`src/rtl/seq_pkg.sv`:
```
// Shared types and width helpers for the sequence_tx serial pattern transmitter.
package seq_pkg;

  typedef enum logic [1:0] {
    ST_IDLE,
    ST_SHIFT,
    ST_PARITY,
    ST_GAP
  } seq_tx_state_t;

  localparam int DEFAULT_WIDTH = 8;
  localparam int DEFAULT_GAP   = 2;

  // Bits needed to hold values 0..max_val, never less than 1.
  function automatic int width_of(input int max_val);
    return (max_val < 2) ? 1 : $clog2(max_val + 1);
  endfunction

  // hit_count width for a given payload width.
  function automatic int hit_w(input int width);
    return $clog2(width + 2);
  endfunction

endpackage

```
`src/rtl/seq_run_counter.sv`:
```
// Tracks adjacency of 1 bits within a frame: keeps the previous emitted bit
// and counts bits that are 1 while the previous bit of the same frame was 1.
// Fed with the bit being registered onto data_out, so hit_count stays in step
// with the serial stream.
module seq_run_counter #(
  parameter int HIT_W = 4
) (
  input  logic             clk,
  input  logic             rst,
  input  logic             clr,
  input  logic             bit_en,
  input  logic             bit_in,
  output logic [HIT_W-1:0] hit_count
);

  logic             prev_q, prev_d;
  logic [HIT_W-1:0] cnt_q, cnt_d;

  // Next previous-bit flag and hit count; clr marks the first bit of a frame.
  always_comb begin
    prev_d = prev_q;
    cnt_d  = cnt_q;
    if (clr) begin
      prev_d = bit_en & bit_in;
      cnt_d  = '0;
    end else if (bit_en) begin
      if (bit_in && prev_q) cnt_d = cnt_q + HIT_W'(1);
      prev_d = bit_in;
    end
  end

  // Counter registers with synchronous reset.
  always_ff @(posedge clk) begin
    if (rst) begin
      prev_q <= 1'b0;
      cnt_q  <= '0;
    end else begin
      prev_q <= prev_d;
      cnt_q  <= cnt_d;
    end
  end

  assign hit_count = cnt_q;

endmodule

```
`src/rtl/sequence_tx.sv`:
```
// Serial pattern transmitter: accepts a word over valid/ready, shifts it out
// MSB-first one bit per clock, then holds data_out low for GAP cycles so a
// downstream ">=2 consecutive 1s" detector returns to idle.
// Optional feature macro: SEQ_TX_PARITY_EN appends an even-parity bit.
//
// Handshake: a word is accepted at a posedge where load_valid && load_ready;
// load_ready is high only in IDLE and outside reset. load_valid at any other
// time is ignored and nothing is queued.
module sequence_tx
  import seq_pkg::*;
#(
  parameter int WIDTH = DEFAULT_WIDTH,
  parameter int GAP   = DEFAULT_GAP
) (
  input  logic                       clk,
  input  logic                       rst,
  input  logic                       load_valid,
  input  logic [WIDTH-1:0]           load_data,
  output logic                       load_ready,
  output logic                       data_out,
  output logic                       bit_valid,
  output logic                       frame_start,
  output logic                       frame_done,
  output logic [hit_w(WIDTH)-1:0]    hit_count,
  output seq_tx_state_t              dbg_state
);

  localparam int CNT_W = width_of(WIDTH);
  localparam int GAP_W = width_of(GAP);
  localparam logic [CNT_W-1:0] LAST_BIT = CNT_W'(WIDTH);
  localparam logic [GAP_W-1:0] GAP_LAST = GAP_W'((GAP > 0) ? GAP - 1 : 0);

  seq_tx_state_t    state_q, state_d;
  logic [WIDTH-1:0] shreg_q, shreg_d;
  logic [CNT_W-1:0] bit_cnt_q, bit_cnt_d;
  logic [GAP_W-1:0] gap_cnt_q, gap_cnt_d;
  logic             data_out_q, data_out_d;
  logic             bit_valid_q, bit_valid_d;
  logic             frame_start_q, frame_start_d;
  logic             frame_done_q, frame_done_d;
  logic             accept;
`ifdef SEQ_TX_PARITY_EN
  logic             parity_q, parity_d;
`endif

  assign load_ready = (state_q == ST_IDLE) && !rst;
  assign accept     = load_valid && load_ready;

  // Next-state and next registered outputs; bit_cnt_q counts bits already on data_out.
  always_comb begin
    state_d       = state_q;
    shreg_d       = shreg_q;
    bit_cnt_d     = bit_cnt_q;
    gap_cnt_d     = gap_cnt_q;
    data_out_d    = 1'b0;
    bit_valid_d   = 1'b0;
    frame_start_d = 1'b0;
    frame_done_d  = 1'b0;
`ifdef SEQ_TX_PARITY_EN
    parity_d      = parity_q;
`endif
    case (state_q)
      ST_IDLE: begin
        if (accept) begin
          state_d       = ST_SHIFT;
          data_out_d    = load_data[WIDTH-1];
          bit_valid_d   = 1'b1;
          frame_start_d = 1'b1;
          shreg_d       = load_data << 1;
          bit_cnt_d     = CNT_W'(1);
`ifdef SEQ_TX_PARITY_EN
          parity_d      = ^load_data;
`endif
        end
      end
      ST_SHIFT: begin
        if (bit_cnt_q != LAST_BIT) begin
          data_out_d  = shreg_q[WIDTH-1];
          bit_valid_d = 1'b1;
          shreg_d     = shreg_q << 1;
          bit_cnt_d   = bit_cnt_q + CNT_W'(1);
        end else begin
`ifdef SEQ_TX_PARITY_EN
          state_d     = ST_PARITY;
          data_out_d  = parity_q;
          bit_valid_d = 1'b1;
`else
          frame_done_d = 1'b1;
          gap_cnt_d    = '0;
          state_d      = (GAP == 0) ? ST_IDLE : ST_GAP;
`endif
        end
      end
`ifdef SEQ_TX_PARITY_EN
      ST_PARITY: begin
        frame_done_d = 1'b1;
        gap_cnt_d    = '0;
        state_d      = (GAP == 0) ? ST_IDLE : ST_GAP;
      end
`endif
      ST_GAP: begin
        if (gap_cnt_q == GAP_LAST) state_d = ST_IDLE;
        else                       gap_cnt_d = gap_cnt_q + GAP_W'(1);
      end
      default: state_d = ST_IDLE;
    endcase
  end

  // State, datapath and output registers; reset aborts any frame in progress.
  always_ff @(posedge clk) begin
    if (rst) begin
      state_q       <= ST_IDLE;
      shreg_q       <= '0;
      bit_cnt_q     <= '0;
      gap_cnt_q     <= '0;
      data_out_q    <= 1'b0;
      bit_valid_q   <= 1'b0;
      frame_start_q <= 1'b0;
      frame_done_q  <= 1'b0;
`ifdef SEQ_TX_PARITY_EN
      parity_q      <= 1'b0;
`endif
    end else begin
      state_q       <= state_d;
      shreg_q       <= shreg_d;
      bit_cnt_q     <= bit_cnt_d;
      gap_cnt_q     <= gap_cnt_d;
      data_out_q    <= data_out_d;
      bit_valid_q   <= bit_valid_d;
      frame_start_q <= frame_start_d;
      frame_done_q  <= frame_done_d;
`ifdef SEQ_TX_PARITY_EN
      parity_q      <= parity_d;
`endif
    end
  end

  seq_run_counter #(.HIT_W(hit_w(WIDTH))) u_run_counter (
    .clk       (clk),
    .rst       (rst),
    .clr       (accept),
    .bit_en    (bit_valid_d),
    .bit_in    (data_out_d),
    .hit_count (hit_count)
  );

  assign data_out    = data_out_q;
  assign bit_valid   = bit_valid_q;
  assign frame_start = frame_start_q;
  assign frame_done  = frame_done_q;
  assign dbg_state   = state_q;

endmodule

```
`config.mk`:
```
export PLATFORM = sky130hd
export DESIGN_NAME = sequence_tx
export DESIGN_NICKNAME = d
export VERILOG_FILES = /design/src/rtl/seq_pkg.sv /design/src/rtl/seq_run_counter.sv /design/src/rtl/sequence_tx.sv
export SDC_FILE = /design/constraint.sdc
export NUM_CORES = 1
export LEC_CHECK = 0
export ABC_CLOCK_PERIOD_IN_PS = 3200
export CORE_UTILIZATION = 45
export DETAILED_ROUTE_END_ITERATION = 10
export HOLD_SLACK_MARGIN = 0.08
export PLACE_DENSITY = 0.71
export SKIP_CTS_REPAIR_TIMING = 1
export SYNTH_ARGS = -nofsm -noshare
export SYNTH_HDL_FRONTEND = slang
export SYNTH_HIERARCHICAL = 1
export SYNTH_SLANG_ARGS = --single-unit
```
`constraint.sdc`:
```
create_clock -name clk -period 3.2 [get_ports clk]
set_input_delay 0.32 -clock clk [delete_from_list [all_inputs] [get_ports clk]]
set_output_delay 0.32 -clock clk [all_outputs]
set_load 0.05 [all_outputs]
```
Word level (Yosys, flattened, before mapping)

Cells that the tools add are included.

Logic and storage cells: 62
Output and inout bits: 11
Bits of input ports: 11
Register bits after elaboration: 25

Reduce and logical (&&, ||, !) cells: 15
Equal/unequal tests: 9
Multiplexer cells: 22
Add/subtract/negate cells: 3
Bitwise operators: 3

Operators by type and width:

| kind                                                            | number |
|---|---|
| 8-bit 2-to-1 mux                                                | 2 |
| 8-bit case mux with 2 select lines                              | 1 |
| 2-bit 2-to-1 mux                                                | 5 |
| 2-bit != test, second input constant                            | 5 |
| 3-bit AND reduction                                             | 3 |
| 4-bit by 1-bit adder with 4-bit output, second input constant   | 2 |
| 4-bit 2-to-1 mux                                                | 2 |
| 4-bit case mux with 2 select lines                              | 1 |
| 1-bit 2-to-1 mux                                                | 7 |
| 2-bit case mux with 3 select lines                              | 1 |
| 2-bit nonzero test                                              | 3 |
| 2-bit OR reduction                                              | 3 |
| 2-bit by 1-bit == test with 1-bit output, second input constant | 2 |
| 4-bit != test, second input constant                            | 1 |
| 1-bit case mux with 2 select lines                              | 2 |
| 2-bit case mux with 2 select lines                              | 1 |
| 1-bit logical AND                                               | 3 |
| 2-bit by 1-bit adder with 2-bit output, second input constant   | 1 |
| 2-bit == test, second input constant                            | 1 |
| 2-bit logical NOT                                               | 1 |
| 1-bit NOT                                                       | 2 |
| 2-bit AND reduction                                             | 1 |
| 1-bit bitwise AND                                               | 1 |
| 1-bit logical NOT                                               | 1 |

Longest topological paths before layout

Gate-level depths: netlist (run 1).

Word-level depth: 7
Mapped depth: 8
Mapped depth without buffers: 7

By module

Netlist (run 1), hierarchy kept.

By module, submodules not included:

| module          | times used | area an instance (sq um) | cells an instance | sequential area each (sq um) |
|---|---|---|---|---|
| sequence_tx     | 1          | 943.4                    | 99                | 380.4 |
| seq_run_counter | 1          | 215.2                    | 21                | 100.1 |

Least setup slack after synthesis (run 1)

OpenSTA, ideal clock, no wires.

Path type: reg-to-reg
Start: reg state_q[1], in the netlist dbg_state[1]
End: reg u_run_counter.cnt_q[3], in the netlist u_run_counter/hit_count[3]
Period minus slack after synthesis: 2303 ps
Arrival: 2223 ps
Library setup time: 80 ps
Slack: 897 ps
Buffers on the path: 2
Data required time: 3120 ps
Cell stages (with the launch flop): 8
Cell sequence: dfxtp_1 > buf_6 > nor4b_4 > a21o_4 > buf_6 > nand3_2 > or3_1 > a211oi_2

Elaborated cells on any way between the ends: 11
Classes of those cells: 1 x eq/ne; 4 x mux; 6 x reduce/logical

RTL lines:

| element                              | line                  | source |
|---|---|---|
| start: declaration                   | sequence_tx.sv:33     | `seq_tx_state_t state_q, state_d;` |
| start signal: assignment             | sequence_tx.sv:124    | `state_q <= state_d;` |
| 2-bit logical NOT                    | sequence_tx.sv:46     | `assign load_ready = (state_q == ST_IDLE) && !rst;` |
| 1-bit logical AND                    | sequence_tx.sv:46     |  |
| 1-bit logical AND                    | sequence_tx.sv:47     | `assign accept = load_valid && load_ready;` |
| named net accept                     | sequence_tx.sv:41     | `logic accept;` |
| 1-bit 2-to-1 mux                     | sequence_tx.sv:64     | `if (accept) begin` |
| 1-bit case mux with 2 select lines   | sequence_tx.sv:62     | `case (state_q)` |
| named net bit_valid_d                | sequence_tx.sv:38     | `logic bit_valid_q, bit_valid_d;` |
| 2-bit AND reduction (no source line) | n/a                   |  |
| end signal: assignment               | seq_run_counter.sv:39 | `cnt_q <= cnt_d;` |
| end: declaration                     | seq_run_counter.sv:17 | `logic [HIT_W-1:0] cnt_q, cnt_d;` |

The timed path passes the listed nets, and every way through them passes these cells.
A chain may end at the register's enable or synchronous reset.

Worst setup path in the final report (run 1)

Start: in rst
End: out load_ready

Longest elaborated chain between the ends: 2

RTL lines:

| element            | line              | source |
|---|---|---|
| start: declaration | sequence_tx.sv:16 | `input logic rst,` |
| 1-bit logical NOT  | sequence_tx.sv:46 |  |
| 1-bit logical AND  | sequence_tx.sv:46 |  |
| end: declaration   | sequence_tx.sv:19 | `output logic load_ready,` |

Every way passes these cells.

==> impl_metrics.py, run 1 <==
metrics = {
    "logic_synthesis": {
        "ys_ff_latch": 24,
        "synthFlopType": "dfxtp_1",
        "postSynthAreaPerCell_um2": 9.66,
        "synth-seq-area-share_pct": 41.5,
        "syn_inst": 120,
        "postSynth.asyncResetShare_pct": 0,
        "netlist_area_um2": 1160,
        "synth_fp_nets": 135,
        "synth-edff-count": 0,
        "synth_cell_types": 43,
        "yosysWarnings": 6,
    },
    "global_route": {
        "grt_max_degree": 27,
        "grt_usage_pct": 18.0,
        "antenna_found_initial": 0,
        "grt_pass1_wl_um": 3770,
        "grt_pass1_vias": 882,
        "grt-ovfl-total": 0,
    },
    "floorplan": {
        "die_w_um": 52.7,
        "core_area_um2": 2450,
        "die_y_um": 52.7,
        "die_area_um2": 2780,
        "num_rows": 18,
        "initial_utilization_pct": 47.2,
        "ioPinCount": 22,
    },
    "worst_hold_path": {
        "hold_depth": 2,
        "hp-class": "reg2reg",
    },
    "placed_design": {
        "post-place-ws_ns": 0.836,
        "hpwl_um": 1540,
        "io_buffers": 21,
        "place_congestion": 0.729,
    },
    "timing": {
        "worstMarginPinSlew_ns": 0.517,
        "whs_ns": 0.490,
        "layout_min_cycle_time_ns": 2.32,
        "slew_headroom_pct": 65.4,
        "rsz0062_at_grt": "no",
        "setup_viol": 0,
        "period_share_pct": 72.4,
        "fmax_ghz": 0.431,
        "fin_tns_setup_ns": 0,
        "finClkSkew_ns": 0.00724,
        "slew_violations": 0,
        "hold_viol_final": 0,
        "fin_ws_ns": 0.882,
    },
    "worst_setup_path": {
        "worstPathArrival_ns": 2.00,
        "cp_top_family": "buffers and inverters",
        "worstPathMaxFanout": 26,
        "required_ns": 2.88,
        "crit_chain": "clkdlybuf4s50_1 > buf_4 > nor3_1 > clkdlybuf4s50_1",
        "crit_top_cell": "clkdlybuf4s50_1",
        "path_depth": 4,
        "r2r.worst_path.cells": 5,
        "crit_path_end_kind": "primary output",
        "critPathMaxStageDelay_ns": 0.82,
        "cp-start-kind": "input port",
        "cp_num_buf_inv": 3,
        "cp_slowest_cell": "clkdlybuf4s50_1",
        "critPathKind": "in2out",
        "reg2reg_slack_ns": 1.02,
    },
    "detailed_routing": {
        "vias_per_cell": 5.45,
        "drtAntennaViolNets": 0,
        "drc": 0,
        "num_vias": 921,
        "wl_um": 2240,
        "routedWlPerCell_um": 13.3,
        "drt_iter0_drc": 15,
        "dr.pass1.iters": 4,
    },
    "clocking": {
        "cts_tree": "yes",
        "htree_levels": 1,
        "clock-root-buffer": "clkbuf_4",
        "numCtsBuffers": 3,
        "clk_pin_slew_ns": 0.13,
        "cts.path.max_buffers": 2,
        "cts_sinks": 24,
        "clkLatencyLatePin_ns": 0.31,
    },
    "cells_and_area": {
        "antenna_cells": 0,
        "drive_gt1_share_pct": 8.63,
        "mostFrequentLayoutCell": "dfxtp_1",
        "synthToLayoutAreaGrowth_pct": 20.5,
        "layout_common_cells": "dfxtp_1, clkdlybuf4s50_1, nand2_1",
        "final_nets": 155,
    },
    "power_and_ir_drop": {
        "leakagePower_uw": 0.000512,
        "powerDensity_nw_per_um2": 413,
        "max-vdd-ir-drop_uv": 223,
        "total_power_uw": 576,
    },
    "run_status": {
        "status": "finished clean",
    },
    "run": {
        "drv_cap": 0,
    },
}
-- per-stage QoR --
stage,instance area [um^2],utilization (%),cells
finish,1400,56.9,169
global route,1400,56.9,169
CTS,1400,56.9,169
detailed placement,1360,55.4,165
global placement,1360,55.4,165
floorplan,1160,-,120
-- cell type report --
| class | count | area, um^2 |
|---|---|---|
| tap | 30 | 37.5 |
| clock buffer | 4 | 36.3 |
| inverter | 5 | 18.8 |
| multi-input combinational | 82 | 591 |
| sequential | 24 | 480 |
| fill | 223 | 1060 |
| timing repair buffer | 24 | 233 |
-- worst min-delay path: cells and delay by family (launching register included) --
family | cells | cell delay [ns]
flip-flops | 1 | 0.34
AO/OA/AOI/OAI | 1 | 0.07
AND/OR/NAND/NOR | 1 | 0.05
-- per-layer routing --
metal	vias to the layer above	track usage, %	part of all wire (%)
met5	-	0	0
met4	0	5.26	0.54
met3	2	2.90	3.8
met2	14	30.0	45
met1	419	23.5	50
li1	486	-	-
-- cell families after synthesis --
kind of cell / count (synthesis) / share of synthesized area (%)
and+or+nand+nor: 42 / 21.1
muxes: 1 / 0.864
xor gates and xnor gates: 2 / 1.51
adders and majority gates: 4 / 4.32
AOI/OAI and AO/OA: 33 / 23.2
buffers and inverters: 14 / 7.56
DFF: 24 / 41.5
-- state kept, by name (all words and copies together), names as in the netlist, 2 cells and up --
| register | cells |
|---|---|
| dbg_state | 2 |
| bit_cnt_q | 4 |
| shreg_q | 7 |
| gap_cnt_q | 2 |
| u_run_counter/hit_count | 4 |
-- cells in the mapped netlist (2+ instances only) --
library cell	number	area, um^2
dfxtp_1	24	480
nand2_1	15	56.3
a211oi_1	7	52.6
a311oi_1	7	61.3
inv_1	5	18.8
nor3_1	5	25.0
buf_6	4	45.0
ha_1	4	50.1
nor2_1	4	15.0
clkbuf_1	3	11.3
nand3_1	3	15.0
a22oi_1	2	15.0
a31oi_1	2	12.5
nand2b_1	2	12.5
nand3b_1	2	15.0
nor2b_1	2	12.5
o21a_1	2	15.0
xor2_1	2	17.5
-- final timing paths --
path,start,to
hold / removal,shreg_q[1],shreg_q[2]
hold reg to reg,shreg_q[1],shreg_q[2]
setup reg to reg,dbg_state[0],u_run_counter/hit_count[3]
setup / recovery,rst,load_ready
-- report_power, final --
part | leakage [uW] | total (uW) | switching [uW] | internal [uW]
logic | 0.000295 | 93.2 | 51.4 | 41.8
clock network | 0.0000210 | 158 | 88.5 | 69.4
registers | 0.000196 | 325 | 11.9 | 313
(Power assumes the default switching activity.)
==> run 2: changes to the inputs <==
--- a/config.mk
+++ b/config.mk
@@ -5,7 +5,7 @@
 export SDC_FILE = /design/constraint.sdc
 export NUM_CORES = 1
 export LEC_CHECK = 0
-export ABC_CLOCK_PERIOD_IN_PS = 3200
+export ABC_CLOCK_PERIOD_IN_PS = 2300
 export CORE_UTILIZATION = 45
 export DETAILED_ROUTE_END_ITERATION = 10
 export HOLD_SLACK_MARGIN = 0.08
==> constraint.sdc (replaced) <==
create_clock -name clk -period 2.3 [get_ports clk]
set_input_delay 0.23 -clock clk [delete_from_list [all_inputs] [get_ports clk]]
set_output_delay 0.23 -clock clk [all_outputs]
set_load 0.05 [all_outputs]
==> run 2 against run 1 <==
  * Final area rose by 2.3%
  * Flip-flop and latch count unchanged
  * Critical path depth shrank 3
  * Sequential share of layout area fell by 0.78 points
  * Highest routed layer unchanged
  * Non-clock buffer count increased by 3
==> impl_metrics.py, run 2 (synthesis gave the netlist of run 1 again) <==
metrics = {
    "clocking": {
        "clk_pin_slew_ns": 0.13,
        "numCtsBuffers": 3,
        "clock-root-buffer": "clkbuf_4",
        "cts_tree": "yes",
        "clkLatencyLatePin_ns": 0.32,
        "cts_sinks": 24,
        "htree_levels": 1,
        "cts.path.max_buffers": 2,
    },
    "cells_and_area": {
        "synthToLayoutAreaGrowth_pct": 23.3,
        "largest_reg_flops": 7,
        "antenna_cells": 0,
        "mostFrequentLayoutCell": "dfxtp_1",
        "layout_common_cells": "dfxtp_1, clkdlybuf4s50_1, nand2_1",
        "drive_gt1_share_pct": 11.3,
        "top_register": "shreg_q",
        "final_nets": 158,
        "finalInstanceArea_um2": 1430,
        "nFillCells": 223,
        "layout.area.seq_um2": 480,
        "multi_input_comb_area_um2": 591,
    },
    "floorplan": {
        "ioPinCount": 22,
        "die_area_um2": 2780,
        "core_area_um2": 2450,
        "die_w_um": 52.7,
        "initial_utilization_pct": 47.2,
        "die_y_um": 52.7,
        "num_rows": 18,
    },
    "worst_setup_path": {
        "cp-start-kind": "flip-flop",
        "crit_path_end_kind": "primary output",
        "cp_top_family": "buffers and inverters",
        "critPathMaxStageDelay_ns": 0.89,
        "critPathKind": "reg2out",
        "cp_num_buf_inv": 1,
        "cp_slowest_cell": "clkdlybuf4s50_1",
        "worstPathMaxFanout": 11,
        "crit_chain": "clkdlybuf4s50_1",
        "required_ns": 2.07,
        "worstPathArrival_ns": 1.84,
    },
    "detailed_routing": {
        "dr.pass1.iters": 4,
        "routedWlPerCell_um": 14.4,
        "num_vias": 1008,
        "drtAntennaViolNets": 0,
        "drt_iter0_drc": 28,
        "dr_wl_met3_um": 95,
        "wl_met1_um": 1200,
        "vias_per_cell": 5.86,
        "highest_layer": "met4",
        "drc": 0,
        "wl_um": 2470,
        "wl_met2_um": 1160,
    },
    "placed_design": {
        "placed_cell_area_um2": 1390,
        "place_congestion": 0.758,
        "io_buffers": 21,
        "post-place-ws_ns": 0.154,
        "hpwl_um": 1600,
    },
    "timing": {
        "layout_min_cycle_time_ns": 2.07,
        "fin_tns_setup_ns": 0,
        "slew_headroom_pct": 66.7,
        "period_share_pct": 90.2,
        "setup_viol": 0,
        "rsz0062_at_grt": "no",
        "slew_violations": 0,
        "fmax_ghz": 0.482,
        "worstMarginPinSlew_ns": 0.498,
        "whs_ns": 0.485,
        "finClkSkew_ns": 0.00993,
        "fin_ws_ns": 0.226,
        "hold_viol_final": 0,
    },
    "global_route": {
        "grt_pass1_wl_um": 3970,
        "grt_pass1_vias": 919,
        "antenna_found_initial": 0,
        "grt_max_degree": 27,
        "grt-ovfl-total": 0,
        "grt_usage_pct": 19.2,
    },
    "power_and_ir_drop": {
        "leakagePower_uw": 0.000532,
        "powerDensity_nw_per_um2": 575,
        "total_power_uw": 822,
        "max-vdd-ir-drop_uv": 600,
    },
    "worst_hold_path": {
        "hp-class": "in2reg",
    },
    "run_status": {
        "status": "finished clean",
    },
    "run": {
        "drv_cap": 0,
    },
}
## run 2: cell count changes in the layout (fill, tap and decap cells not counted)
cell and change:
buf_4 +3, clkdlybuf4s50_1 -1, buf_12 +1
## run 2: where the power goes
group          switching [uW]  leakage [uW]  internal (uW)
registers                16.4      0.000196            436
clock network             130     0.0000210           96.9
logic                    76.9      0.000315           65.9
total                     224      0.000532            598
## run 2: worst paths after layout
kind / cells after the start / to / from / slack (ns)
max: 1 / dbg_state[1] / dbg_state[1] / 0.23
min: 3 / shreg_q[4] / load_data[3] / 0.49
max reg2reg: 5 / u_run_counter/hit_count[3] / dbg_state[0] / 0.35
min reg2reg: 2 / gap_cnt_q[1] / gap_cnt_q[1] / 0.50
## run 2: through the flow
| step | util, % | instances |
|---|---|---|
| 3_5_place_dp | 56.7 | 168 |
| 3_3_place_gp | 56.7 | 168 |
| 5_1_grt | 58.2 | 172 |
| 2_1_floorplan | - | 120 |
| 4_1_cts | 58.2 | 172 |
| 6_report | 58.2 | 172 |
## run 2: routing by layer
metal / global-route usage [%] / up-vias
li1: - / 488
met1: 25.8 / 503
met2: 29.7 / 15
met3: 6.09 / 2
met4: 3.95 / 0
met5: 0 / -
## run 2: area by class of cell
| class | count | area share [%] |
|---|---|---|
| Clock buffer | 4 | 2.54 |
| Inverter | 5 | 1.31 |
| Multi-Input combinational cell | 82 | 41.3 |
| Sequential cell | 24 | 33.6 |
| Tap cell | 30 | 2.63 |
| Timing Repair Buffer | 27 | 18.6 |
